==> config.mk <==
export PLATFORM = sky130hd
export DESIGN_NAME = pair_triple_stimulus
export DESIGN_NICKNAME = d
export VERILOG_FILES = /design/src/rtl/pair_triple_pkg.sv /design/src/rtl/pair_triple_ref.sv /design/src/rtl/pair_triple_stimulus.sv
export SDC_FILE = /design/constraint.sdc
export NUM_CORES = 1
export LEC_CHECK = 0
export CAP_MARGIN = 20
export CELL_PAD_IN_SITES_DETAIL_PLACEMENT = 1
export CELL_PAD_IN_SITES_GLOBAL_PLACEMENT = 1
export CORE_MARGIN = 2
export CORE_UTILIZATION = 49
export DETAILED_ROUTE_END_ITERATION = 10
export DONT_BUFFER_PORTS = 1
export HOLD_SLACK_MARGIN = 0.08
export PLACE_DENSITY = 0.92
export SKIP_CTS_REPAIR_TIMING = 1
export SLEW_MARGIN = 25
export SYNTH_ARGS = -nofsm -noshare
export SYNTH_HDL_FRONTEND = slang
export SYNTH_SLANG_ARGS = --single-unit
==> constraint.sdc <==
create_clock -name clk -period 3.6 [get_ports clk]
set_input_delay 0.72 -clock clk [delete_from_list [all_inputs] [get_ports clk]]
set_output_delay 0.72 -clock clk [all_outputs]
set_load 0.02 [all_outputs]
==> src/rtl/pair_triple_pkg.sv <==
// -----------------------------------------------------------------------------
// pair_triple_pkg
// Shared definitions for the pair/triple detector stimulus generator:
//   - state_e       : sweep FSM states
//   - NUM_PATTERNS  : number of 3-bit stimulus words in a sweep
//   - SETTLE_MIN/MAX: legal range of the SETTLE_CYCLES parameter
//   - CNT_W         : width of the settle counter (covers SETTLE_MAX)
// -----------------------------------------------------------------------------
package pair_triple_pkg;

    typedef enum logic [1:0] {
        ST_IDLE   = 2'd0,
        ST_DRIVE  = 2'd1,
        ST_SAMPLE = 2'd2,
        ST_DONE   = 2'd3
    } state_e;

    localparam int NUM_PATTERNS = 8;
    localparam int SETTLE_MIN   = 1;
    localparam int SETTLE_MAX   = 15;
    localparam int CNT_W        = 4;

endpackage : pair_triple_pkg

==> src/rtl/pair_triple_ref.sv <==
// -----------------------------------------------------------------------------
// pair_triple_ref
// Combinational golden model of the detector under test: expected_o is 1 when
// at least two of the three pattern bits are set (2-of-3 majority).
// Ports:
//   pattern_i  [2:0]  stimulus word currently driven
//   expected_o        required detector response for pattern_i
// -----------------------------------------------------------------------------
module pair_triple_ref (
    input  logic [2:0] pattern_i,
    output logic       expected_o
);

    assign expected_o = (pattern_i[0] & pattern_i[1]) |
                        (pattern_i[1] & pattern_i[2]) |
                        (pattern_i[0] & pattern_i[2]);

endmodule : pair_triple_ref

==> src/rtl/pair_triple_stimulus.sv <==
// -----------------------------------------------------------------------------
// pair_triple_stimulus
// Sweeps all eight 3-bit patterns into a pair/triple detector, holds each for
// SETTLE_CYCLES cycles, samples the detector response once and records
// mismatches against the pair_triple_ref golden model.
//
// Parameters:
//   SETTLE_CYCLES  cycles each pattern is held before sampling (1..15)
// Ports:
//   clk          clock, all state on rising edge
//   rst          synchronous active-high reset
//   start        single-cycle sweep request (accepted in IDLE or DONE)
//   det_in       detector response
//   pattern      stimulus word
//   pattern_vld  high while a pattern is being driven (DRIVE/SAMPLE)
//   busy         high from sweep acceptance until DONE entry
//   done         high while in DONE
//   pass         done with no mismatches
//   err_cnt      number of mismatching patterns (0..8)
//   fail_mask    bit i set when pattern i mismatched
// Configuration:
//   PAIR_TRIPLE_STIMULUS_STOP_ON_FAIL_EN  when defined, the sweep ends at the
//   first mismatch with pattern holding the failing value.
// -----------------------------------------------------------------------------
module pair_triple_stimulus
    import pair_triple_pkg::*;
#(
    parameter int SETTLE_CYCLES = 2
) (
    input  logic       clk,
    input  logic       rst,
    input  logic       start,
    input  logic       det_in,
    output logic [2:0] pattern,
    output logic       pattern_vld,
    output logic       busy,
    output logic       done,
    output logic       pass,
    output logic [3:0] err_cnt,
    output logic [7:0] fail_mask
);

    localparam logic [CNT_W-1:0] SETTLE_LAST  = CNT_W'(SETTLE_CYCLES - 1);
    localparam logic [2:0]       PATTERN_LAST = 3'(NUM_PATTERNS - 1);

    state_e           state_q, state_d;
    logic [2:0]       pattern_q, pattern_d;
    logic [CNT_W-1:0] cnt_q, cnt_d;
    logic [3:0]       err_q, err_d;
    logic [7:0]       mask_q, mask_d;

    logic expected;
    logic mismatch;

    pair_triple_ref u_ref (
        .pattern_i  (pattern_q),
        .expected_o (expected)
    );

    // Only meaningful in SAMPLE; the FSM ignores it elsewhere.
    assign mismatch = (det_in != expected);

    // NOTE: sequential state uses non-blocking assignments so every register
    // updates from the same pre-edge values, independent of statement order.
    always_ff @(posedge clk) begin
        if (rst) begin
            state_q   <= ST_IDLE;
            pattern_q <= '0;
            cnt_q     <= '0;
            err_q     <= '0;
            mask_q    <= '0;
        end else begin
            state_q   <= state_d;
            pattern_q <= pattern_d;
            cnt_q     <= cnt_d;
            err_q     <= err_d;
            mask_q    <= mask_d;
        end
    end

    // NOTE: every next-state signal gets a hold default first, so no path
    // through the case leaves one unassigned and no latch is inferred.
    always_comb begin
        state_d   = state_q;
        pattern_d = pattern_q;
        cnt_d     = cnt_q;
        err_d     = err_q;
        mask_d    = mask_q;

        unique case (state_q)
            ST_IDLE, ST_DONE: begin
                if (start) begin
                    state_d   = ST_DRIVE;
                    pattern_d = '0;
                    cnt_d     = '0;
                    err_d     = '0;
                    mask_d    = '0;
                end
            end

            ST_DRIVE: begin
                if (cnt_q == SETTLE_LAST) begin
                    cnt_d   = '0;
                    state_d = ST_SAMPLE;
                end else begin
                    cnt_d = cnt_q + 1'b1;
                end
            end

            ST_SAMPLE: begin
                // At most one increment per pattern, so err_cnt tops out at 8.
                if (mismatch) begin
                    err_d             = err_q + 4'd1;
                    mask_d[pattern_q] = 1'b1;
                end
`ifdef PAIR_TRIPLE_STIMULUS_STOP_ON_FAIL_EN
                if (mismatch || (pattern_q == PATTERN_LAST)) begin
                    state_d = ST_DONE;
                end else begin
                    pattern_d = pattern_q + 3'd1;
                    state_d   = ST_DRIVE;
                end
`else
                if (pattern_q == PATTERN_LAST) begin
                    state_d = ST_DONE;
                end else begin
                    pattern_d = pattern_q + 3'd1;
                    state_d   = ST_DRIVE;
                end
`endif
            end

            default: state_d = ST_IDLE;
        endcase
    end

    assign pattern     = pattern_q;
    assign busy        = (state_q == ST_DRIVE) || (state_q == ST_SAMPLE);
    assign pattern_vld = busy;
    assign done        = (state_q == ST_DONE);
    assign pass        = done && (err_q == 4'd0);
    assign err_cnt     = err_q;
    assign fail_mask   = mask_q;

endmodule : pair_triple_stimulus

==> summary.md, run 1 <==
| Metric | Value |
|---|---|
| Commonest cells post-synth | `dfxtp_1, nand2_1, inv_1` |
| Leak Pwr | `0.4370 nW` |
| Number of synthesized flops with an enable pin | `0` |
| Die extent in y | `54.05 um` |
| Root buffer selected by CTS | `clkbuf_4` |
| Boundary Pins | `23` |
| RSZ-0062 raised after global routing | `no` |
| Power per cell area | `406.2 mW/mm^2` |
| Top post-synthesis cells by area | `dfxtp_1, ha_1, nand2_1` |
| Post-Synthesis Cells | `143` |
| Final GP Congestion | `0.7724` |
| Synth warn | `0` |
| I/O Buffers | `0` |
| Final min period | `2.341 ns` |
| Clock Path Buffers | `2` |
| Least-Margin Pin Slew | `0.7304 ns` |
| Worst vdd ir | `0.2606 mV` |
| Avg Cell Area, Syn | `8.583 sq um` |
| Placeable Area | `0.002432 sq mm` |
| Nets | `154` |
| Total die area | `0.002921 sq mm` |
| Syn_nets | `157` |
| FMAX | `0.4272 GHz` |
| Register area share after synthesis | `34.25%` |
| Most used flip-flop cell after synthesis | `dfxtp_1` |
| Dpl cells | `165` |
| Clock sink total | `21` |
| Final Setup Violations | `0` |
| Via count | `1,011` |
| Routed length per instance | `16.24 um` |
| Fraction of layout instances using a drive strength above 1 | `6.475%` |
| Most common cell in the netlist | `dfxtp_1` |
| MaxCap Viol Count | `0` |
| Initial antenna violation count | `0` |
| Final period utilization | `65.03%` |
| Post-synth top area cell | `dfxtp_1` |
| CTS tree | `built` |
| Tot Pwr | `0.0005011 W` |
| Overall routing resource usage | `19.56%` |
| Slew HR | `51.08%` |
| Total wire length | `2745 um` |
| Vias in the first global route | `992` |
| Reg clk slew, reported paths | `0.12 ns` |
| Ant. Diodes | `0` |
| Finished Layout Cells | `169` |
| Synth unique cells | `36` |
| Final Hold Viols | `0` |
| DR iter-0 viols | `8` |
| Clock Skews | `0.007750 ns` |
| TritonRoute pass-1 iters | `4` |
| Vias/cell | `5.982` |
| Req. time, crit path | `2.88 ns` |
| Sum Neg Setup Slack | `0 ns` |
| Worst-Skew Late Latency | `0.31 ns` |
| Seq cells post-synth | `21` |
| Post-DP HPWL | `2139 um` |
| Grt ovf | `0` |
| Crit end category | `output pin` |
| Pin count of the biggest net entering global routing | `17` |
| Flop-to-flop setup slack | `1.41 ns` |
| Worst Path Max Fanout | `5` |
| Die X | `54.05 um` |
| Top cell type's share of synthesized area | `34.25%` |
| Row cnt | `18` |
| Crit path kind | `flop to output pin` |
| Asr flop ratio synth | `0%` |
| Starting Density | `50.46%` |
| Outcome | `completed` |
| Worst min-delay path class | `input port to flop` |
| Synth Cell Area | `0.001227 sq mm` |
| Critical path arrival | `1.62 ns` |
| P&R area growth vs syn | `0.5094%` |
| TritonCTS Buffers | `3` |
| H-tree levels | `1` |
| First-pass GRT wire length | `4140 um` |
| CP startpoint kind | `flop` |
| ANT nets after route | `0` |
| Final Max Slew Viols | `0` |
| DR DRC count | `0` |
cells by family (layout without fill, tap and decap cells):
logic type | Yosys count | after routing | share of synthesized area [%]
simple gates | 51 | 51 | 22.22
mux | 4 | 4 | 3.262
compound gates | 34 | 34 | 19.98
buf+inv | 21 | 17 | 8.664
fa+ha+maj | 10 | 10 | 10.19
xor+xnor | 2 | 2 | 1.427
flops | 21 | 21 | 34.25
cell usage in the layout (no fill, tap or decap), types with 2 or more instances in the layout:
cell      Yosys  routed
nand3b_1      3       3
mux2i_1       4       4
inv_1        13      13
xnor2_1       2       2
dfxtp_1      21      21
a21oi_1       7       7
nand3_1       6       6
o31ai_1       4       4
a22oi_1       3       3
nor2_1        5       5
a31oi_1       4       4
or4_1         3       3
clkbuf_4      0       3
o211ai_1      3       3
o21ai_0       7       7
nor3_1        3       3
or3_1         3       3
nand2_1      19      19
o32ai_1       2       2
ha_1         10      10
worst max-delay path: stages, from the launching register on:
cell and delay (ns):
dfxtp_1 0.42, ha_1 0.32, nand2_1 0.08, nor3_1 0.49
where the power goes:
| group | switching, W | internal (W) |
|---|---|---|
| registers | 0.0000113 | 0.000240 |
| clock network | 0.0000722 | 0.0000433 |
| logic | 0.0000921 | 0.0000418 |
sequential cells by signal, indices dropped and copies added (netlist names):
signal,cells
fail_mask,8
err_cnt,4
cnt_q,4
pattern,3
state_q,2
cell type report:
cell class / count / area, sq um
clock buffer: 4 / 26.28
fill: 307 / 1199
sequential: 21 / 420.4
inverter: 13 / 48.80
multi-input combinational: 101 / 700.7
tap: 30 / 37.54
per-stage QoR:
step                      hold slack, ns  cell area (sq um)  utilization (%)  setup slack (ns)
after floorplan                   0.4696               1227                -             1.685
after global placement            0.4831               1207            49.64             1.541
after detailed placement          0.5080               1207            49.64             1.425
after CTS                         0.4607               1234            50.72             1.242
after global routing              0.4420               1234            50.72             1.110
final                             0.4625               1234            50.72             1.259
path summary, 6_finish.rpt:
kind,endpoint,from,cells after the start
setup / recovery,pass,state_q[0]$_SDFFE_PP0P_,3
setup reg to reg,err_cnt[2]$_SDFFE_PP0P_,pattern[1]$_SDFFE_PP0P_,5
hold reg to reg,cnt_q[3]$_SDFFE_PP0P_,cnt_q[3]$_SDFFE_PP0P_,2
hold / removal,state_q[1]$_SDFFE_PP0P_,rst,1
metal layers:
metal | vias up | part of all wire, % | GRT usage (%)
met5 | - | 0 | 0
met2 | 22 | 51 | 35.77
met4 | 0 | 1.8 | 8.750
met1 | 485 | 42 | 21.42
met3 | 6 | 5.2 | 4.167
li1 | 498 | - | -
Note: power is estimated with default switching activity, not from simulation.
==> run 2, diff against run 1 <==
CORE_UTILIZATION = 46   (was 49)
PLACE_DENSITY = 0.87   (was 0.92)
clock period = 2.3 ns   (was 3.6 ns; I/O delays follow)
==> run 2 against run 1 <==
Hold slack got worse by 0.26 ns. Sequential cell count did not move. Sequential power grew 56%. Register-to-register slack worse by 1.1 ns. Clock-buffer cell count shrank 1. Power up 60%. Utilization grew 0.48 points. Largest cell class unchanged. Largest power group unchanged. Highest routed layer unchanged.
==> summary.md, run 2 (synthesis results as in run 1) <==
| Metric | Value |
|---|---|
| Outcome | `completed` |
| Ant. Diodes | `0` |
| Req. time, crit path | `1.84 ns` |
| Worst-Skew Late Latency | `0.31 ns` |
| Final min period | `1.967 ns` |
| CTS tree | `built` |
| Routed length per instance | `15.41 um` |
| Die X | `55.66 um` |
| Pin count of the biggest net entering global routing | `17` |
| Slowest cell on the critical path | `dfxtp_1` |
| Crit path cell chain | `inv_1 > ha_1 > inv_1 > buf_4` |
| MaxCap Viol Count | `0` |
| Power per cell area | `626.9 mW/mm^2` |
| First-pass GRT wire length | `4719 um` |
| Largest register FFs | `8` |
| Fraction of layout instances using a drive strength above 1 | `11.03%` |
| Slew HR | `55.09%` |
| RSZ-0062 raised after global routing | `no` |
| Vias/cell | `5.766` |
| DR DRC count | `0` |
| Total wire length | `2696 um` |
| ANT nets after route | `0` |
| Crit end category | `output pin` |
| I/O Buffers | `0` |
| Final Max Slew Viols | `0` |
| Overall routing resource usage | `19.30%` |
| Critical path arrival | `1.51 ns` |
| Worst min-delay path class | `input port to flop` |
| DR iter-0 viols | `15` |
| Fill cell count | `314` |
| Worst Path Max Fanout | `8` |
| Leak Pwr | `0.4718 nW` |
| P&R area growth vs syn | `4.282%` |
| Register area | `420.4 sq um` |
| Via count | `1,009` |
| Reg clk slew, reported paths | `0.12 ns` |
| Final Hold Viols | `0` |
| Initial antenna violation count | `0` |
| Final period utilization | `85.54%` |
| Boundary Pins | `23` |
| Most frequent cells in the layout | `dfxtp_1, nand2_1, inv_1` |
| CP startpoint kind | `flop` |
| TritonCTS Buffers | `3` |
| Starting Density | `49.10%` |
| Clock Skews | `0.001382 ns` |
| Worst vdd ir | `0.6332 mV` |
| Cell mode on critical path | `inv_1` |
| Vias in the first global route | `1,055` |
| Least-Margin Pin Slew | `0.6705 ns` |
| TritonRoute pass-1 iters | `4` |
| CP delay by family, top | `flip-flops` |
| Grt ovf | `0` |
| Crit path kind | `flop to output pin` |
| Post-DP HPWL | `2094 um` |
| Final setup margin | `0.3326 ns` |
| Die extent in y | `55.66 um` |
| Slowest cell delay on critical path | `0.42 ns` |
| Sum Neg Setup Slack | `0 ns` |
| CP Buf/Inv Count | `3` |
| Total die area | `0.003097 sq mm` |
| H-tree levels | `1` |
| Row cnt | `18` |
| Multi-input logic area | `700.7 sq um` |
| Nets | `160` |
| Final Setup Violations | `0` |
| Placeable Area | `0.002500 sq mm` |
| Root buffer selected by CTS | `clkbuf_4` |
| Final GP Congestion | `0.7586` |
| Tot Pwr | `0.0008025 W` |
| Clock Path Buffers | `2` |
| Clock sink total | `21` |
| Dpl ws | `0.3730 ns` |
| FMAX | `0.5083 GHz` |
| Commonest non-fill, non-tap cell in the layout | `dfxtp_1` |
run 2: cell count changes in the layout (fill, tap and decap cells not counted):
cell | before | now
buf_4 | 0 | 6
clkbuf_1 | 1 | 0
clkinv_2 | 0 | 1
run 2: path summary, 6_finish.rpt:
kind | end | slack (ns) | depth (start not counted) | start
worst min register to register | cnt_q[3]$_SDFFE_PP0P_ | 0.52 | 2 | cnt_q[3]$_SDFFE_PP0P_
worst max register to register | err_cnt[1]$_SDFFE_PP0P_ | 0.34 | 6 | state_q[0]$_SDFFE_PP0P_
worst min-delay path | state_q[0]$_SDFFE_PP0P_ | 0.20 | 1 | rst
worst max-delay path | busy | 0.33 | 4 | state_q[0]$_SDFFE_PP0P_
run 2: report_power, final:
group	switching [W]	total (W)	internal, W
combinational	0.000149	0.000229	0.0000801
sequential	0.0000162	0.000392	0.000376
clock	0.000116	0.000181	0.0000650
run 2: metal layers:
| metal | routed length [um] | vias to the layer above | track usage (%) |
|---|---|---|---|
| li1 | - | 513 | - |
| met1 | 1161 | 476 | 20.84 |
| met2 | 1363 | 16 | 34.86 |
| met3 | 126 | 4 | 5.814 |
| met4 | 44 | 0 | 7.666 |
| met5 | 0 | - | 0 |
run 2: area by class of cell:
cell class | count | share of cell area, %
timing repair buffer | 6 | 3.519
clock buffer | 3 | 1.760
inverter | 13 | 3.812
multi-input combinational | 101 | 54.74
sequential | 21 | 32.84
clock inverter | 1 | 0.3910
tap | 30 | 2.933
run 2: per-stage QoR:
stage | utilization (%) | hold WS [ns] | area (sq um) | instances
floorplan | - | 0.4696 | 1227 | 143
CTS | 51.20 | 0.1852 | 1280 | 175
finish | 51.20 | 0.2013 | 1280 | 175
global placement | 50.10 | 0.4836 | 1252 | 171
global route | 51.20 | 0.1724 | 1280 | 175
detailed placement | 50.10 | 0.5067 | 1252 | 171
==> run 3, diff against run 2 <==
CAP_MARGIN = default   (was 20)
MAX_ROUTING_LAYER = met4   (was default)
==> run 3 against run 2 <==
Die area is the same. Hold slack is essentially flat. Routed wire length shrank 0.52%.
==> summary.md, run 3 (synthesis results as in run 1) <==
| Metric | Value |
|---|---|
| Root buffer selected by CTS | `clkbuf_4` |
| Slowest cell on the critical path | `dfxtp_1` |
| Power per cell area | `627.1 mW/mm^2` |
| CTS tree | `built` |
| Post-DP Area | `0.001252 sq mm` |
| CP startpoint kind | `flop` |
| Design Area, Final | `0.001280 sq mm` |
| Final Max Slew Viols | `0` |
| Worst R2R Path Depth | `6` |
| P&R area growth vs syn | `4.282%` |
| Slowest cell delay on critical path | `0.42 ns` |
| Least-Margin Pin Slew | `0.6705 ns` |
| RR Startpoint | `state_q[0]$_SDFFE_PP0P_` |
| Final GP Congestion | `0.7685` |
| Crit end category | `output pin` |
| Critical path arrival | `1.51 ns` |
| DR DRC count | `0` |
| Fraction of layout instances using a drive strength above 1 | `11.03%` |
| Post-DP HPWL | `2094 um` |
| Worst vdd ir | `0.6332 mV` |
| Routed length per instance | `15.33 um` |
| Crit path capture | `busy` |
| Sum Neg Setup Slack | `0 ns` |
| Post-layout util | `51.20%` |
| Crit path kind | `flop to output pin` |
| Initial antenna violation count | `0` |
| Total wire length | `2682 um` |
| DR iter-0 viols | `15` |
| Leak Pwr | `0.4718 nW` |
| Worst-Skew Late Latency | `0.31 ns` |
| CP Buf/Inv Count | `3` |
| RSZ-0062 raised after global routing | `no` |
| MaxCap Viol Count | `0` |
| Crit path cell chain | `inv_1 > ha_1 > inv_1 > buf_4` |
| ANT nets after route | `0` |
| Starting Density | `49.10%` |
| Largest register FFs | `8` |
| Via count | `1,007` |
| Final Setup Violations | `0` |
| Placeable Area | `0.002500 sq mm` |
| Reg clk slew, reported paths | `0.12 ns` |
| Most frequent cells in the layout | `dfxtp_1, nand2_1, inv_1` |
| TritonCTS Buffers | `3` |
| H-tree levels | `1` |
| Final Hold Slack | `0.2011 ns` |
| Die extent in y | `55.66 um` |
| Ant. Diodes | `0` |
| Die X | `55.66 um` |
| TritonRoute pass-1 iters | `4` |
| Slew HR | `55.09%` |
| Cell mode on critical path | `inv_1` |
| Flop-to-flop setup slack | `0.34 ns` |
| Clock sink total | `21` |
| Setup crit start | `state_q[0]$_SDFFE_PP0P_` |
| I/O Buffers | `0` |
| Commonest non-fill, non-tap cell in the layout | `dfxtp_1` |
| Final period utilization | `85.69%` |
| CP delay by family, top | `flip-flops` |
| Req. time, crit path | `1.84 ns` |
| Total die area | `0.003097 sq mm` |
| R2r endpoint | `err_cnt[1]$_SDFFE_PP0P_` |
| FMAX | `0.5074 GHz` |
| Overall routing resource usage | `19.79%` |
| Clock Skews | `0.001382 ns` |
| Worst Path Max Fanout | `8` |
| Nets | `160` |
| Outcome | `completed` |
| Final min period | `1.971 ns` |
| Vias in the first global route | `1,057` |
| Row cnt | `18` |
| Clock Path Buffers | `2` |
| Worst min-delay path class | `input port to flop` |
| Grt ovf | `0` |
| Stages on worst setup path | `4` |
| Pin count of the biggest net entering global routing | `17` |
| Final Hold Viols | `0` |
| Boundary Pins | `23` |
| First-pass GRT wire length | `4712 um` |
| Vias/cell | `5.754` |
==> run 3: worst min path at each step <==
stage | slack [ns] | depth (start not counted) | from | endpoint
6_report | 0.20 | 1 | rst | state_q[0]$_SDFFE_PP0P_
3_3_place_gp | 0.48 | 2 | cnt_q[0]$_SDFFE_PP0P_ | cnt_q[0]$_SDFFE_PP0P_
3_5_place_dp | 0.51 | 2 | cnt_q[3]$_SDFFE_PP0P_ | cnt_q[3]$_SDFFE_PP0P_
5_1_grt | 0.17 | 1 | rst | pattern[1]$_SDFFE_PP0P_
4_1_cts | 0.19 | 1 | rst | state_q[0]$_SDFFE_PP0P_
2_1_floorplan | 0.47 | 2 | cnt_q[3]$_SDFFE_PP0P_ | cnt_q[3]$_SDFFE_PP0P_
==> run 3: power breakdown <==
group | total, W | internal (W) | switching, W
clock network | 0.000181 | 0.0000650 | 0.000116
logic | 0.000230 | 0.0000801 | 0.000150
registers | 0.000392 | 0.000376 | 0.0000162
total | 0.000803 | 0.000521 | 0.000281
==> run 3: layout make-up <==
class / instances / area (sq um)
fillers: 314 / 1220
multi-input cells: 101 / 700.7
flip-flops and latches: 21 / 420.4
inverters: 13 / 48.80
repair buffers: 6 / 45.04
well taps: 30 / 37.54
clock buffers: 3 / 22.52
clock inverters: 1 / 5.005
==> run 3: metrics by stage <==
| stage | total power [W] | std cells | setup WS [ns] |
|---|---|---|---|
| 2_1_floorplan | 0.0005848 | 143 | 0.5292 |
| 3_3_place_gp | 0.0006153 | 171 | 0.5004 |
| 3_5_place_dp | 0.0006286 | 171 | 0.3730 |
| 4_1_cts | 0.0008155 | 175 | 0.3079 |
| 5_1_grt | 0.0008567 | 175 | 0.1975 |
| 6_report | 0.0008027 | 175 | 0.3292 |
==> run 3: layer usage <==
metal | vias up | part of all wire (%) | global-route usage (%)
li1 | 513 | - | -
met1 | 473 | 43 | 20.69
met2 | 17 | 51 | 34.86
met3 | 4 | 4.5 | 5.814
met4 | 0 | 1.6 | 7.666
met5 | - | 0 | -
